--- src/rtl/sram_access_arbiter_if.sv ---
// rtl/sram_access_arbiter_if.sv - requester handshakes and SRAM pin bundle for the arbiter
interface sram_access_arbiter_if #(
  parameter int AW = 20,
  parameter int DW = 16
);
  logic          rd_req;
  logic [AW-1:0] rd_addr;
  logic          rd_ack;
  logic [DW-1:0] rd_data;
  logic          rd_valid;

  logic          wr_req;
  logic [AW-1:0] wr_addr;
  logic [DW-1:0] wr_data;
  logic          wr_ack;

  logic [AW-1:0] addr;
  logic          CE_n;
  logic          OE_n;
  logic          WE_n;
  logic          UB_n;
  logic          LB_n;
  logic [DW-1:0] sram_data_out;
  logic          sram_data_oe;
  logic [DW-1:0] sram_data_in;
  logic          busy;

  // requesters and the SRAM device side
  modport master (
    output rd_req, rd_addr, wr_req, wr_addr, wr_data, sram_data_in,
    input  rd_ack, rd_data, rd_valid, wr_ack, addr, CE_n, OE_n, WE_n, UB_n, LB_n,
           sram_data_out, sram_data_oe, busy
  );

  // the arbiter itself
  modport slave (
    input  rd_req, rd_addr, wr_req, wr_addr, wr_data, sram_data_in,
    output rd_ack, rd_data, rd_valid, wr_ack, addr, CE_n, OE_n, WE_n, UB_n, LB_n,
           sram_data_out, sram_data_oe, busy
  );
endinterface

--- src/rtl/sram_access_arbiter.sv ---
// rtl/sram_access_arbiter.sv - round-robin read/write arbiter driving a 16-bit async SRAM
module sram_access_arbiter #(
  parameter int AW       = 20,
  parameter int DW       = 16,
  parameter int RD_WAIT  = 2,
  parameter int WR_PULSE = 2
) (
  input logic                 clk,
  input logic                 rst,
  sram_access_arbiter_if.slave bus
);

  typedef enum logic [2:0] {
    S_IDLE,
    S_RD,
    S_WR_SETUP,
    S_WR_PULSE,
    S_WR_HOLD
  } state_t;

  localparam logic [3:0] RD_CNT = 4'(RD_WAIT - 1);
  localparam logic [3:0] WR_CNT = 4'(WR_PULSE - 1);

  state_t     state;
  logic [3:0] wait_cnt;
  logic       last_wr;
  logic       grant_rd;
  logic       grant_wr;

  // Contention goes to whichever side did not win last time.
  always_comb begin
    grant_rd = bus.rd_req && (!bus.wr_req || last_wr);
    grant_wr = bus.wr_req && !grant_rd;
  end

  always_ff @(posedge clk) begin
    if (rst) begin
      state             <= S_IDLE;
      wait_cnt          <= 4'd0;
      last_wr           <= 1'b1;
      bus.addr          <= {AW{1'b0}};
      bus.CE_n          <= 1'b1;
      bus.OE_n          <= 1'b1;
      bus.WE_n          <= 1'b1;
      bus.UB_n          <= 1'b1;
      bus.LB_n          <= 1'b1;
      bus.sram_data_out <= {DW{1'b0}};
      bus.sram_data_oe  <= 1'b0;
      bus.rd_ack        <= 1'b0;
      bus.wr_ack        <= 1'b0;
      bus.rd_valid      <= 1'b0;
      bus.rd_data       <= {DW{1'b0}};
      bus.busy          <= 1'b0;
    end else begin
      bus.rd_ack   <= 1'b0;
      bus.wr_ack   <= 1'b0;
      bus.rd_valid <= 1'b0;

      case (state)
        S_IDLE: begin
          if (grant_rd) begin
            state    <= S_RD;
            last_wr  <= 1'b0;
            wait_cnt <= RD_CNT;
            bus.rd_ack <= 1'b1;
            bus.addr   <= bus.rd_addr;
            bus.CE_n   <= 1'b0;
            bus.OE_n   <= 1'b0;
            bus.WE_n   <= 1'b1;
            bus.UB_n   <= 1'b0;
            bus.LB_n   <= 1'b0;
            bus.busy   <= 1'b1;
          end else if (grant_wr) begin
            state    <= S_WR_SETUP;
            last_wr  <= 1'b1;
            bus.wr_ack        <= 1'b1;
            bus.addr          <= bus.wr_addr;
            bus.sram_data_out <= bus.wr_data;
            bus.sram_data_oe  <= 1'b1;
            bus.CE_n          <= 1'b0;
            bus.OE_n          <= 1'b1;
            bus.WE_n          <= 1'b1;
            bus.UB_n          <= 1'b0;
            bus.LB_n          <= 1'b0;
            bus.busy          <= 1'b1;
          end
        end

        S_RD: begin
          if (wait_cnt == 4'd0) begin
            state        <= S_IDLE;
            bus.rd_data  <= bus.sram_data_in;
            bus.rd_valid <= 1'b1;
            bus.CE_n     <= 1'b1;
            bus.OE_n     <= 1'b1;
            bus.UB_n     <= 1'b1;
            bus.LB_n     <= 1'b1;
            bus.busy     <= 1'b0;
          end else begin
            wait_cnt <= wait_cnt - 4'd1;
          end
        end

        // Address and data were set up a cycle earlier, so dropping WE_n here is safe.
        S_WR_SETUP: begin
          state    <= S_WR_PULSE;
          wait_cnt <= WR_CNT;
          bus.WE_n <= 1'b0;
        end

        S_WR_PULSE: begin
          if (wait_cnt == 4'd0) begin
            state    <= S_WR_HOLD;
            bus.WE_n <= 1'b1;
          end else begin
            wait_cnt <= wait_cnt - 4'd1;
          end
        end

        S_WR_HOLD: begin
          state            <= S_IDLE;
          bus.sram_data_oe <= 1'b0;
          bus.CE_n         <= 1'b1;
          bus.UB_n         <= 1'b1;
          bus.LB_n         <= 1'b1;
          bus.busy         <= 1'b0;
        end

        default: begin
          state            <= S_IDLE;
          bus.sram_data_oe <= 1'b0;
          bus.CE_n         <= 1'b1;
          bus.OE_n         <= 1'b1;
          bus.WE_n         <= 1'b1;
          bus.UB_n         <= 1'b1;
          bus.LB_n         <= 1'b1;
          bus.busy         <= 1'b0;
        end
      endcase
    end
  end

endmodule

--- src/flat_wrapper.sv ---
// flat-port wrapper written by rule: the top's interface ports become plain ports
module sram_access_arbiter_flat 
#(
  parameter int AW       = 20,
  parameter int DW       = 16,
  parameter int RD_WAIT  = 2,
  parameter int WR_PULSE = 2
)
  (clk, rst, bus_rd_req, bus_rd_addr, bus_wr_req, bus_wr_addr, bus_wr_data, bus_sram_data_in, bus_rd_ack, bus_rd_data, bus_rd_valid, bus_wr_ack, bus_addr, bus_CE_n, bus_OE_n, bus_WE_n, bus_UB_n, bus_LB_n, bus_sram_data_out, bus_sram_data_oe, bus_busy);
  sram_access_arbiter_if #(.AW(AW), .DW(DW)) bus_i ();
  input logic clk;
  input logic rst;
  input wire logic [$bits(bus_i.rd_req)-1:0] bus_rd_req;
  input wire logic [$bits(bus_i.rd_addr)-1:0] bus_rd_addr;
  input wire logic [$bits(bus_i.wr_req)-1:0] bus_wr_req;
  input wire logic [$bits(bus_i.wr_addr)-1:0] bus_wr_addr;
  input wire logic [$bits(bus_i.wr_data)-1:0] bus_wr_data;
  input wire logic [$bits(bus_i.sram_data_in)-1:0] bus_sram_data_in;
  output wire logic [$bits(bus_i.rd_ack)-1:0] bus_rd_ack;
  output wire logic [$bits(bus_i.rd_data)-1:0] bus_rd_data;
  output wire logic [$bits(bus_i.rd_valid)-1:0] bus_rd_valid;
  output wire logic [$bits(bus_i.wr_ack)-1:0] bus_wr_ack;
  output wire logic [$bits(bus_i.addr)-1:0] bus_addr;
  output wire logic [$bits(bus_i.CE_n)-1:0] bus_CE_n;
  output wire logic [$bits(bus_i.OE_n)-1:0] bus_OE_n;
  output wire logic [$bits(bus_i.WE_n)-1:0] bus_WE_n;
  output wire logic [$bits(bus_i.UB_n)-1:0] bus_UB_n;
  output wire logic [$bits(bus_i.LB_n)-1:0] bus_LB_n;
  output wire logic [$bits(bus_i.sram_data_out)-1:0] bus_sram_data_out;
  output wire logic [$bits(bus_i.sram_data_oe)-1:0] bus_sram_data_oe;
  output wire logic [$bits(bus_i.busy)-1:0] bus_busy;
  assign bus_i.rd_req = bus_rd_req;
  assign bus_i.rd_addr = bus_rd_addr;
  assign bus_i.wr_req = bus_wr_req;
  assign bus_i.wr_addr = bus_wr_addr;
  assign bus_i.wr_data = bus_wr_data;
  assign bus_i.sram_data_in = bus_sram_data_in;
  assign bus_rd_ack = bus_i.rd_ack;
  assign bus_rd_data = bus_i.rd_data;
  assign bus_rd_valid = bus_i.rd_valid;
  assign bus_wr_ack = bus_i.wr_ack;
  assign bus_addr = bus_i.addr;
  assign bus_CE_n = bus_i.CE_n;
  assign bus_OE_n = bus_i.OE_n;
  assign bus_WE_n = bus_i.WE_n;
  assign bus_UB_n = bus_i.UB_n;
  assign bus_LB_n = bus_i.LB_n;
  assign bus_sram_data_out = bus_i.sram_data_out;
  assign bus_sram_data_oe = bus_i.sram_data_oe;
  assign bus_busy = bus_i.busy;
  sram_access_arbiter #(.AW(AW), .DW(DW), .RD_WAIT(RD_WAIT), .WR_PULSE(WR_PULSE)) u_core (.clk(clk), .rst(rst), .bus(bus_i));
endmodule
--- config.mk ---
export PLATFORM = sky130hd
export DESIGN_NAME = sram_access_arbiter_flat
export DESIGN_NICKNAME = d
export VERILOG_FILES = /design/src/rtl/sram_access_arbiter_if.sv /design/src/rtl/sram_access_arbiter.sv /design/src/flat_wrapper.sv
export SDC_FILE = /design/constraint.sdc
export NUM_CORES = 1
export LEC_CHECK = 0
export CORE_UTILIZATION = 43
export DETAILED_ROUTE_END_ITERATION = 7
export GPL_ROUTABILITY_DRIVEN = 0
export PLACE_DENSITY_LB_ADDON = 0.25
export SLEW_MARGIN = 20
export SYNTH_ARGS = -nofsm -noshare
export SYNTH_HDL_FRONTEND = slang
export SYNTH_SLANG_ARGS = --single-unit
--- constraint.sdc ---
create_clock -name clk -period 2.7 [get_ports clk]
set_clock_uncertainty 0.1 [all_clocks]
set_input_delay 0.27 -clock clk [delete_from_list [all_inputs] [get_ports clk]]
set_output_delay 0.27 -clock clk [all_outputs]
set_load 0.1 [all_outputs]
==> impl_metrics.yaml <==
status:
  status: "completed"
place:
  dpl.cell_count: 511
  dp_hpwl_um: 4700
  io_buffer_count: 137
  post_dp_cell_area_mm2: 0.00394
detailed_routing:
  vias: 2657
  ant_nets: 0
  firstDrtPassIters: 4
  drt-wirelength-per-cell_um: 12.5
  drc: 0
  drt_iter0_markers: 111
  wirelength_um: 6590
  vias_per_cell: 5.04
worst_setup_path:
  max_stage_delay_ns: 0.49
  cp-end-kind: "flop"
  critPathKind: "flop to flop"
  critical_path.max_fanout: 17
  timing.rr.end: "u_core.bus.rd_data[12]"
  rr_worst_depth: 6
  regToRegSetupSlack_ns: 0.76
  start_kind: "flop"
  rr_startpoint: "u_core.wait_cnt[0]"
  critPathLaunch: "u_core.wait_cnt[0]"
  crit_chain: "inv_1 > ha_1 > nor3b_1 > nand3_2 > nand2_1 > a21oi_1"
  crit_arrival_ns: 2.06
  crit_slowest_cell: "nor3b_1"
  required_ns: 2.82
sta:
  slew_headroom_pct: 55.3
  setup_violations: 0
  finalMaxSlewViolations: 0
  setup_tns_ns: 0
  fin_crit_ns: 1.94
  tightest_slew_ns: 0.668
  fmax_mhz: 515
  hold_viol_final: 0
  grt_setup_unrepaired: "false"
  finalCritPeriodShare_pct: 71.9
finish:
  fin_cells: 527
  nets: 524
  diodes: 0
  fin_util_pct: 69.4
  area_delta_synth_final_pct: 53.5
  drive_gt1_share_pct: 19.9
  multiInputGateArea_mm2: 0.00120
  fin_area_mm2: 0.00416
  layout_commonest_cell: "clkdlybuf4s50_1"
  final_cell_mix: "clkdlybuf4s50_1, nand2_1, buf_4, dfxtp_1, a21oi_1"
  area.sequential_mm2: 0.00136
  fill_cells: 495
yosys:
  syn_avg_cell_area_um2: 8.57
  yosysTopAreaCellShare_pct: 50.3
  yosys-top-cells-area: "dfxtp_1, a21oi_1, nand2_1, mux2i_1, o21ai_0"
  synthFlopType: "dfxtp_1"
  yosysSeqAreaShare_pct: 50.3
  ys_ff_latch: 68
  synth_top_area_cell: "dfxtp_1"
  async_flop_share_pct: 0
  yosys_warnings: 0
  syn_inst: 316
  synth_cell_types: 41
  syn_nets: 393
  syn-cell-area_mm2: 0.00271
  synth-edff-count: 0
global_route:
  antenna_found_initial: 0
  grt_max_degree: 42
  grt_pass1_wl_um: 10500
  grt_overflow: 0
  groute.usage.overall_pct: 20.6
  grt_pass1_vias: 2287
clocking:
  cts_resized: 0
  cts_tree: "done"
  holdBufCountCts: 0
  worstSkewPairLatency_ns: 0.33
  cts_buffers: 9
  clk_path_buf_depth: 2
  clock_sinks: 68
  clk_pin_slew_ns: 0.07
  postCtsSetupBuffers: 0
  cts_root_buf: "clkbuf_8"
  ctsHtreeMaxLevel: 3
power_and_ir_drop:
  internal-power_w: 0.00226
  combPwrFrac_pct: 49.8
  clockPowerShare_pct: 20.4
  p_sw_share_pct: 49.0
  leakage_nw: 1.74
  irDropWorstVdd_uv: 693
  p_switching_w: 0.00217
  total_power_w: 0.00442
  p_seq_share_pct: 29.7
  powerDensity_mw_per_mm2: 1060
floorplan:
  initial_core_util_pct: 45.2
  rows: 28
  core_area_mm2: 0.00599
  dieArea_mm2: 0.00662
  fp.dieH_um: 81.4
  io_pins: 138
  die_width_um: 81.4
worst_hold_path:
  min_path_type: "flop to flop"
  whs_path_depth: 2
  worstHoldStart: "u_core.bus.rd_data[7]"
  holdPathEnd: "u_core.bus.rd_data[7]"
run:
  drv_cap: 0
-- flip-flops by register name (all words and copies together) (netlist names), 3 cells and up --
| register | flops |
|---|---|
| u_core.bus.addr | 20 |
| u_core.bus.rd_data | 16 |
| u_core.bus.sram_data_out | 16 |
| u_core.state | 3 |
| u_core.wait_cnt | 4 |
-- cell usage after synthesis (3+ instances only) --
cell,n
dfxtp_1,68
a21oi_1,59
clkbuf_1,10
o21ai_0,22
nand2_1,72
inv_1,6
mux2i_1,20
buf_2,7
nor3_1,3
nor2_1,6
buf_4,5
a211oi_1,3
nand3_1,3
-- kinds of logic (layout without fill, tap and decap cells) --
| group | count (synthesis) | count (layout) | share of synthesized area (%) |
|---|---|---|---|
| AO/OA/AOI/OAI | 96 | 96 | 19.2 |
| adder cells (fa/ha/maj) | 1 | 1 | 0.462 |
| buffers and inverters | 29 | 165 | 5.31 |
| flip-flops | 68 | 68 | 50.3 |
| multiplexers | 20 | 20 | 7.39 |
| AND/OR/NAND/NOR | 102 | 102 | 17.4 |
-- stage by stage --
step	setup WS (ns)	hold WS [ns]
finish	0.758	0.355
global placement	0.778	0.343
CTS	0.739	0.359
floorplan	0.939	0.306
global route	0.574	0.371
detailed placement	0.715	0.350
-- worst max-delay path, delay by kind of cell (launching register included) --
kind            cells  cell delay [ns]
buf+inv             1             0.07
simple gates        3             1.06
flops               1             0.33
compound gates      1             0.08
fa+ha+maj           1             0.18
-- power by group through the flow --
stage / clock network (W) / registers, W / logic, W
after detailed placement: 0 / 0.00133 / 0.00221
after floorplan: 0 / 0.00246 / 0.000606
final: 0.000903 / 0.00132 / 0.00220
after global routing: 0.000971 / 0.00134 / 0.00231
after CTS: 0.000922 / 0.00132 / 0.00221
after global placement: 0 / 0.00133 / 0.00219
-- area by class of cell --
cell class                      count  area share [%]
Timing Repair Buffer              143            30.3
Clock inverter                      5            1.81
Multi-Input combinational cell    219            28.9
Inverter                            6           0.542
Sequential cell                    68            32.7
Tap cell                           75            2.26
Clock buffer                       11            3.40
-- how the worst max path moves through the flow --
stage	to	slack (ns)	cells past startpoint
after floorplan	bus_LB_n	0.94	1
after global placement	u_core.bus.addr[15]	0.78	5
after detailed placement	u_core.bus.addr[4]	0.71	5
after CTS	u_core.bus.rd_data[12]	0.74	6
after global routing	u_core.bus.rd_data[12]	0.57	6
final	u_core.bus.rd_data[12]	0.76	6
-- metal layers --
layer / part of all wire, % / global-route usage [%] / wire [um] / vias to the layer above
li1: - / - / - / 1357
met1: 45 / 25.4 / 2940 / 1185
met2: 45 / 32.4 / 2950 / 110
met3: 9.9 / 6.29 / 650 / 5
met4: 0.73 / 10.0 / 48 / 0
met5: 0 / 0 / 0 / -
Note: power is estimated with default switching activity, not from simulation.
